### src/rtl/cbfp_denorm.sv
// rtl/cbfp_denorm.sv - CBFP denormalizer: two-stage pipelined per-sample shift with block index check.
// Define CBFP_DENORM_SAT_EN to clamp out-of-range results instead of wrapping.
module cbfp_denorm #(
  parameter int IN_W      = 13,
  parameter int OUT_W     = 16,
  parameter int IDX_W     = 6,
  parameter int BIAS      = 9,
  parameter int N         = 512,
  parameter int BLOCK_LEN = 64
) (
  input  logic                    clk,
  input  logic                    rst,
  input  logic                    in_valid,
  output logic                    in_ready,
  input  logic signed [IN_W-1:0]  in_re,
  input  logic signed [IN_W-1:0]  in_im,
  input  logic [IDX_W-1:0]        in_idx0,
  input  logic [IDX_W-1:0]        in_idx1,
  output logic                    out_valid,
  input  logic                    out_ready,
  output logic signed [OUT_W-1:0] out_re,
  output logic signed [OUT_W-1:0] out_im,
  output logic                    out_last,
  output logic                    blk_err
);

  localparam int TW = IDX_W + 1;
  localparam int CW = (N > 1) ? $clog2(N) : 1;
  localparam int BW = (BLOCK_LEN > 1) ? $clog2(BLOCK_LEN) : 1;
  localparam logic [TW-1:0] BIAS_T   = TW'(BIAS);
  localparam logic [CW-1:0] LAST_CNT = CW'(N - 1);
  localparam logic [BW-1:0] BLK_LAST = BW'(BLOCK_LEN - 1);

`ifdef CBFP_DENORM_SAT_EN
  // Wide enough to hold the largest left shift plus a guard bit for range detection.
  localparam int WW = ((IN_W + BIAS > OUT_W) ? IN_W + BIAS : OUT_W) + 1;
  localparam logic signed [OUT_W-1:0] OUT_MAX = {1'b0, {(OUT_W-1){1'b1}}};
  localparam logic signed [OUT_W-1:0] OUT_MIN = {1'b1, {(OUT_W-1){1'b0}}};
  localparam logic signed [WW-1:0]    W_MAX   = WW'(OUT_MAX);
  localparam logic signed [WW-1:0]    W_MIN   = WW'(OUT_MIN);
`else
  // Working at OUT_W directly gives two's complement wrap for free.
  localparam int WW = OUT_W;
`endif

  function automatic logic signed [OUT_W-1:0] denorm(input logic signed [IN_W-1:0] x,
                                                     input logic [TW-1:0] t);
    logic signed [WW-1:0] w;
    w = {{(WW-IN_W){x[IN_W-1]}}, x};
    if (t >= BIAS_T) w = w >>> (t - BIAS_T);
    else             w = w <<< (BIAS_T - t);
`ifdef CBFP_DENORM_SAT_EN
    if (w > W_MAX)      return OUT_MAX;
    else if (w < W_MIN) return OUT_MIN;
    else                return w[OUT_W-1:0];
`else
    return w;
`endif
  endfunction

  logic                   s1_full;
  logic signed [IN_W-1:0] s1_re;
  logic signed [IN_W-1:0] s1_im;
  logic [TW-1:0]          s1_t;
  logic                   s1_last;
  logic [CW-1:0]          sample_cnt;
  logic [BW-1:0]          blk_cnt;
  logic [IDX_W-1:0]       ref0;
  logic [IDX_W-1:0]       ref1;
  logic                   s1_adv;
  logic                   in_xfer;

  assign s1_adv   = s1_full && (!out_valid || out_ready);
  assign in_ready = !s1_full || s1_adv;
  assign in_xfer  = in_valid && in_ready;

  always_ff @(posedge clk) begin
    if (rst) begin
      s1_full    <= 1'b0;
      s1_re      <= '0;
      s1_im      <= '0;
      s1_t       <= '0;
      s1_last    <= 1'b0;
      out_valid  <= 1'b0;
      out_re     <= '0;
      out_im     <= '0;
      out_last   <= 1'b0;
      blk_err    <= 1'b0;
      sample_cnt <= '0;
      blk_cnt    <= '0;
      ref0       <= '0;
      ref1       <= '0;
    end else begin
      if (in_xfer) begin
        s1_re      <= in_re;
        s1_im      <= in_im;
        s1_t       <= TW'(in_idx0) + TW'(in_idx1);
        s1_last    <= (sample_cnt == LAST_CNT);
        sample_cnt <= (sample_cnt == LAST_CNT) ? '0 : sample_cnt + 1'b1;
        blk_cnt    <= (blk_cnt == BLK_LAST || sample_cnt == LAST_CNT) ? '0 : blk_cnt + 1'b1;
        if (blk_cnt == '0) begin
          ref0 <= in_idx0;
          ref1 <= in_idx1;
        end else if (in_idx0 != ref0 || in_idx1 != ref1) begin
          blk_err <= 1'b1;
        end
      end

      if (in_xfer)     s1_full <= 1'b1;
      else if (s1_adv) s1_full <= 1'b0;

      // Output registers only change when a new sample moves in, so they hold under backpressure.
      if (s1_adv) begin
        out_valid <= 1'b1;
        out_re    <= denorm(s1_re, s1_t);
        out_im    <= denorm(s1_im, s1_t);
        out_last  <= s1_last;
      end else if (out_ready) begin
        out_valid <= 1'b0;
      end
    end
  end

endmodule

### config.mk
export PLATFORM = sky130hd
export DESIGN_NAME = cbfp_denorm
export DESIGN_NICKNAME = d
export VERILOG_FILES = /design/src/rtl/cbfp_denorm.sv
export SDC_FILE = /design/constraint.sdc
export NUM_CORES = 1
export LEC_CHECK = 0
export ABC_AREA = 1
export CAP_MARGIN = 20
export CORE_MARGIN = 8
export CORE_UTILIZATION = 50
export CTS_CLUSTER_DIAMETER = 120
export CTS_CLUSTER_SIZE = 16
export DETAILED_ROUTE_END_ITERATION = 10
export GPL_TIMING_DRIVEN = 1
export PLACE_DENSITY_LB_ADDON = 0.1
export SLEW_MARGIN = 10
export SYNTH_ARGS = -nofsm -noshare
export SYNTH_HDL_FRONTEND = slang
export SYNTH_SLANG_ARGS = --single-unit
### constraint.sdc
create_clock -name clk -period 2.96 [get_ports clk]
set_clock_uncertainty 0.1 [all_clocks]
set_input_delay 0.296 -clock clk [delete_from_list [all_inputs] [get_ports clk]]
set_output_delay 0.296 -clock clk [all_outputs]
set_load 0.1 [all_outputs]
== After elaboration in Yosys (flattened, before gate mapping) ==
Index checks and enable logic that the tools add are counted.
W data, S select, Z words.
Storage, ports and cells
  bits in registers: 97
  latch bits: 0
  bits in writable memories: 0
  bits in read-only memories: 0
  bits of input ports: 42
  output and inout port bits: 36
  word-level logic and storage cells: 50
  memories kept: 0
Operators by class
  $add $sub $neg: 5
  multiply operators: 0
  div/mod/pow operators: 0
  magnitude comparators: 1
  equal/unequal tests: 4
  shift operators: 4
  multiplexer cells: 8
  bitwise logic cells: 1
  reductions and logical operators: 13
Operators by type and width (count)
  $mux W16: 2
  $sshl A13 B7 Y16: 2
  $sshr A13 B7 Y16: 2
  $ne A6 B6 Y1: 2
  $add A9 B1 Y9 const B: 1
  $eq A9 B9 Y1 const B: 1
  $mux W9: 1
  $add A6 B6 Y7: 1
  $ge A7 B4 Y1 const B: 1
  $sub A4 B7 Y7 const A: 1
  $sub A7 B4 Y7 const B: 1
  $add A6 B1 Y6 const B: 1
  $eq A6 B6 Y1 const B: 1
  $logic_not A6 Y1: 1
  $mux W6: 1
  $logic_or A1 B1 Y1: 4
  $mux W1: 4
  $reduce_bool A2 Y1: 2
  $reduce_and A3 Y1: 1
  $logic_and A1 B1 Y1: 2
  $logic_not A1 Y1: 2
  $reduce_and A2 Y1: 1
  $not A1 Y1: 1

== Logic depth before layout (Yosys ltp) ==
  depth after elaboration: 6
  gate-level depth with buffers: 20
  mapped depth without buffers: 18

== Worst setup path before layout ==
OpenSTA, ideal clock, no wires.
  kind: register -> register
  start point: register out_valid
  end point: register sample_cnt[0]
  library setup time: 72 ps
  arrival: 3209 ps
  data required time: 2788 ps
  setup slack: -421 ps
  cell stages (with the launch flop): 7
  path buffers: 2
  period minus slack after synthesis: 3381 ps
  cell sequence: dfxtp_1 -> nand3_1 -> nand2_1 -> clkbuf_1 -> clkbuf_1 -> nand2_1 -> a21oi_1
On the way
  longest elaborated chain between the ends: 5
Ends and longest elaborated chain
  from (decl): line 19  | output logic out_valid,
  from (signal assigned): line 84  | out_valid <= 1'b0;
  from (signal assigned): line 114  | out_valid <= 1'b1;
  from (signal assigned): line 119  | out_valid <= 1'b0;
  $logic_not A1 Y1: line 73  | assign s1_adv = s1_full && (!out_valid || out_ready);
  $logic_or A1 B1 Y1: line 73
  $logic_and A1 B1 Y1: line 73
  $logic_or A1 B1 Y1: line 74  | assign in_ready = !s1_full || s1_adv;
  net in_ready: line 14  | output logic in_ready,
  $logic_and A1 B1 Y1: line 75  | assign in_xfer = in_valid && in_ready;
  to (signal assigned): line 99  | sample_cnt <= (sample_cnt == LAST_CNT) ? '0 : sample_cnt + 1'b1;
  to (decl): line 66  | logic [CW-1:0] sample_cnt;
The timed path passes the listed nets, and every way through them passes these cells.
A chain may end at the register's enable or synchronous reset.

== Worst setup path in the final report ==
  start point: register s1_t[1]
  end point: register out_im[9]
On the way
  longest elaborated chain between the ends: 3
  elaborated cells on any way between the ends: 6
  classes of those cells: 2 x add/sub; 1 x order compare; 2 x shift; 1 x mux
Ends and longest elaborated chain
  from (decl): line 64  | logic [TW-1:0] s1_t;
  from (signal assigned): line 97  | s1_t <= TW'(in_idx0) + TW'(in_idx1);
  $sub A4 B7 Y7 or $sub A7 B4 Y7 (tied branches): line 51, 50
  $sshl A13 B7 Y16 or $sshr A13 B7 Y16 (tied branches): line 51, 50
  $mux W16 *: line 50  | if (t >= BIAS_T) w = w >>> (t - BIAS_T);
  to (signal assigned): line 116  | out_im <= denorm(s1_im, s1_t);
  to (decl): line 22  | output logic signed [OUT_W-1:0] out_im,
Mark *: on every way between the ends. The rest lies on a longest branch, timed or not.

==> metrics.sh <==
PORT_BUFFERS=77
NUM_ANTENNA_CELLS=0
CLOCKROOTBUFFER='clkbuf_16'
FINALSETUPVIOLCOUNT=0
INITIAL_CORE_UTIL_PCT=51.3
OUTCOME='complete, no violations'
COUNT_OF_STANDARD_CELL_ROWS=42
POSTSYNTHREGISTERBITS=97
GR-USAGE-ALL-LAYERS_PCT=25.6
COREAREA_MM2=0.0133
CTSRESIZECOUNT=0
SYN_TO_FINAL_GROWTH_PCT=17.9
NUMBER_OF_SYNTHESIZED_FLOPS_WITH_AN_ENABLE_PIN=0
DIE_H_UM=133
HOLD_VIOL_FINAL=0
TIMING.FMAX_GHz=0.373
CRITICAL_PATH.ENDPOINT_TYPE='register'
MET2_USAGE_PCT=41.1
VIA_COUNT_OF_THE_FIRST_GLOBAL_ROUTING_PASS=7254
GPL.FINAL_WEIGHTED_CONGESTION=0.990
TIMING.HOLD.WORST.CLASS='reg -> reg'
MAXCAPVIOLATIONS=0
DR_PASS1_ITERATIONS=5
SEQPWRFRAC_PCT=31.5
LARGEST_NET_DEGREE_AT_THE_START_OF_GLOBAL_ROUTING=50
P_SW_W=0.00196
CLOCK_TREE.HTREE_LEVEL_COUNT=3
SYNTH_SEQ_AREA_SHARE_PCT=28.5
DESIGN.PORTCOUNT=78
IR_DROP_mV=0.375
INSERTION_DELAY_NS=0.37
SYN-MEAN-INSTANCE-AREA_UM2=6.18
SYNTH_ASYNC_SR_FLOP_SHARE_PCT=0
INTERNAL_POWER_W=0.00273
SYN_AREA_MM2=0.00682
P_COMB_SHARE_PCT=39.4
FINISH.NET_COUNT=1214
CELLLEAKAGEPOWER_nW=3.55
CRIT_PATH_CELL_TRACE='buf_4, o21ai_1, nand2_1, nand2_1, nand2_1, inv_1, nand2_2, buf_12, nor2_1, nand2_1, nand2_1, nand2_1, nor2_1, nand2_1, nand2_1, a21oi_1, a21oi_1'
DIE_X_UM=133
P_PER_AREA_mW_PER_MM2=584
MIN_PERIOD_OVER_PERIOD_PCT=90.6
YOSYS-TOP-CELLS-AREA='dfxtp_1 (28%), nand3_1 (19%), nand2_1 (12%)'
DETAIL_ROUTE.WL_PER_CELL_UM=16.8
VIASPERCELL=5.70
CLOCK_SINKS=97
WORST_PATH_MAX_DELAY_CELL='dfxtp_1'
ANTENNA_VIOLATIONS_BEFORE_REPAIR=0
POSTSYNTHNETCOUNT=1161
SYNTH.LARGEST_AREA_CELL='dfxtp_1'
UNREPAIRED_SETUP_ENDPOINTS_AFTER_GLOBAL_ROUTING='false'
TRITONCTS='built'
CRIT_BUF_INV=3
YOSYS_MOST_USED_DFF='dfxtp_1'
CRITICAL_PATH_SOURCE_TYPE='register'
SWSHARE_PCT=41.8
WORST-ENDPOINT-REQUIRED_NS=3.16
SETUP-TNS-FINAL_NS=0
POST_SYN_INSTANCES=1104
SYNTH_CELL_TYPES=37
DRT-INITIAL-DRC-COUNT=795
SYNTH_WARNINGS=0
SYNTH_TOP_CELL_AREA_SHARE_PCT=28.5
CRITICAL_PATH.MAX_STAGE_DELAY_NS=0.32
CRITICAL-PATH-TOP-DELAY-FAMILY='simple AND/OR/NAND/NOR gates'
DP.FINAL_HPWL_UM=16800
WORST_EP_ARRIVAL_TIME_NS=2.88
CELL_TYPES_WITH_THE_HIGHEST_COUNTS_AFTER_SYNTHESIS='nand3_1 (254), nand2_1 (222), nor2_1 (102)'
POSTCTSHOLDBUFS=0
TIGHTEST_SLEW_NS=0.698
FINAL-MAX-SLEW-VIOLATION-COUNT=0
CRITICAL-PATH-TOP-CELL-BY-COUNT='nand2_1'
GRT.BUSIEST_LAYER='met2'
WORST_SLEW_MARGIN_REL_PCT=53.4
POST-ROUTE-MIN-PERIOD_NS=2.68
FIN_UTIL_PCT=60.5
WIRELENGTH_UM=22400
DETAILROUTE.VIA_COUNT=7631
USE_MET1_PCT=31.4
LAYOUT-DRIVE-GT1-SHARE_PCT=9.90
CRITICAL_PATH_PEAK_FANOUT=31
GRTUSAGEMET3_PCT=4.43
DIE_FOOTPRINT_MM2=0.0176
CTS_POST_SETUP_BUFFERS_INSERTED=0
REGTOREGSETUPSLACK_NS=0.28
GRT_PASS1_WL_UM=36800
GRT_REMAINING_OVERFLOW=0
CTS_MADE_BUFFERS=9
CRITICALPATHCATEGORY='reg -> reg'
DRC=0
CLKTRANSATPATHREGS_NS=0.07
PWR-SHARE-CLK_PCT=29.1
CTS_BUFFER_DEPTH=2
ANT_NETS=0
FILLER_CELLS=1364
SYNTH_MOST_COMMON_CELL='nand3_1'
==> registers in the layout, summed over array words and instances (netlist names) <==
name	cells
sample_cnt	9
s1_im	13
out_last	1
out_im	16
out_re	16
s1_full	1
blk_cnt	6
ref0	6
s1_t	7
out_valid	1
s1_last	1
ref1	6
s1_re	13
blk_err	1
==> cell type report <==
class	count	area [µm²]	share of cell area, %
Multi-Input combinational cell	858	4270	53.1
Sequential cell	97	1940	24.1
Timing Repair Buffer	111	968	12.0
Inverter	80	300	3.73
Clock buffer	9	225	2.80
Tap cell	176	220	2.74
Clock inverter	7	119	1.48
==> stage by stage <==
stage	worst slack (ns)	hold slack [ns]	instances	cell area [µm²]	total power (W)
floorplan	0.00463	0.331	1104	6830	0.00284
global placement	0.283	0.339	1321	7680	0.00332
detailed placement	0.227	0.348	1321	7680	0.00333
CTS	0.197	0.359	1337	8020	0.00469
global route	0.0398	0.403	1338	8040	0.00496
finish	0.279	0.357	1338	8040	0.00470
==> layer usage <==
layer  vias up  wire length [µm]  part of all wire, %
met3        70              1530                  6.8
met2       297             10200                   46
li1       3834                 -                    -
met4         0              1220                  5.4
met1      3430              9460                   42
met5         -                 0                    0
==> cells in the final DEF, fill, tap and decap left out, types with 3 or more instances in the layout <==
master / instances
clkinv_1: 4
nand2_1: 221
nand3_1: 253
o21ai_1: 11
a211oi_1: 4
o21ai_0: 94
nand4_1: 7
nand2_2: 7
o211ai_1: 12
buf_4: 67
nor2_2: 3
a21oi_2: 4
xor2_1: 7
inv_8: 3
ha_1: 13
a21oi_1: 76
nor2_4: 3
nor2_1: 102
xnor2_1: 14
inv_2: 4
nor3_1: 8
dfxtp_1: 97
clkbuf_16: 9
clkdlybuf4s50_1: 41
inv_1: 72
==> path summary, 6_finish.rpt <==
kind / start / end / cells after the start
max: s1_t[1] / out_im[9] / 17
max reg2reg: s1_t[1] / out_im[9] / 17
min reg2reg: blk_err / blk_err / 2
min: blk_err / blk_err / 2
==> power groups by stage <==
stage          Sequential [W]  Combinational, W  Clock (W)
2_1_floorplan         0.00175           0.00109          0
3_3_place_gp          0.00151           0.00182          0
3_5_place_dp          0.00151           0.00182          0
4_1_cts               0.00148           0.00182    0.00139
5_1_grt               0.00149           0.00204    0.00143
6_report              0.00148           0.00185    0.00137
==> cell families (layout without fill, tap and decap cells) <==
| group | after synthesis | after routing | synth area share, % |
|---|---|---|---|
| compound gates | 212 | 213 | 17.1 |
| xor+xnor | 22 | 22 | 2.82 |
| fa+ha+maj | 15 | 15 | 2.86 |
| buf+inv | 150 | 207 | 9.39 |
| flops | 97 | 97 | 28.5 |
| simple gates | 608 | 608 | 39.4 |
==> worst reg2reg max path: stages (launching register included) <==
cell and delay (ns):
dfxtp_1 0.32, buf_4 0.24, o21ai_1 0.27, nand2_1 0.08
nand2_1 0.06, nand2_1 0.04, inv_1 0.05, nand2_2 0.15
buf_12 0.21, nor2_1 0.25, nand2_1 0.08, nand2_1 0.09
nand2_1 0.07, nor2_1 0.22, nand2_1 0.08, nand2_1 0.07
a21oi_1 0.08, a21oi_1 0.15
Power figures use the tool's default switching activity.
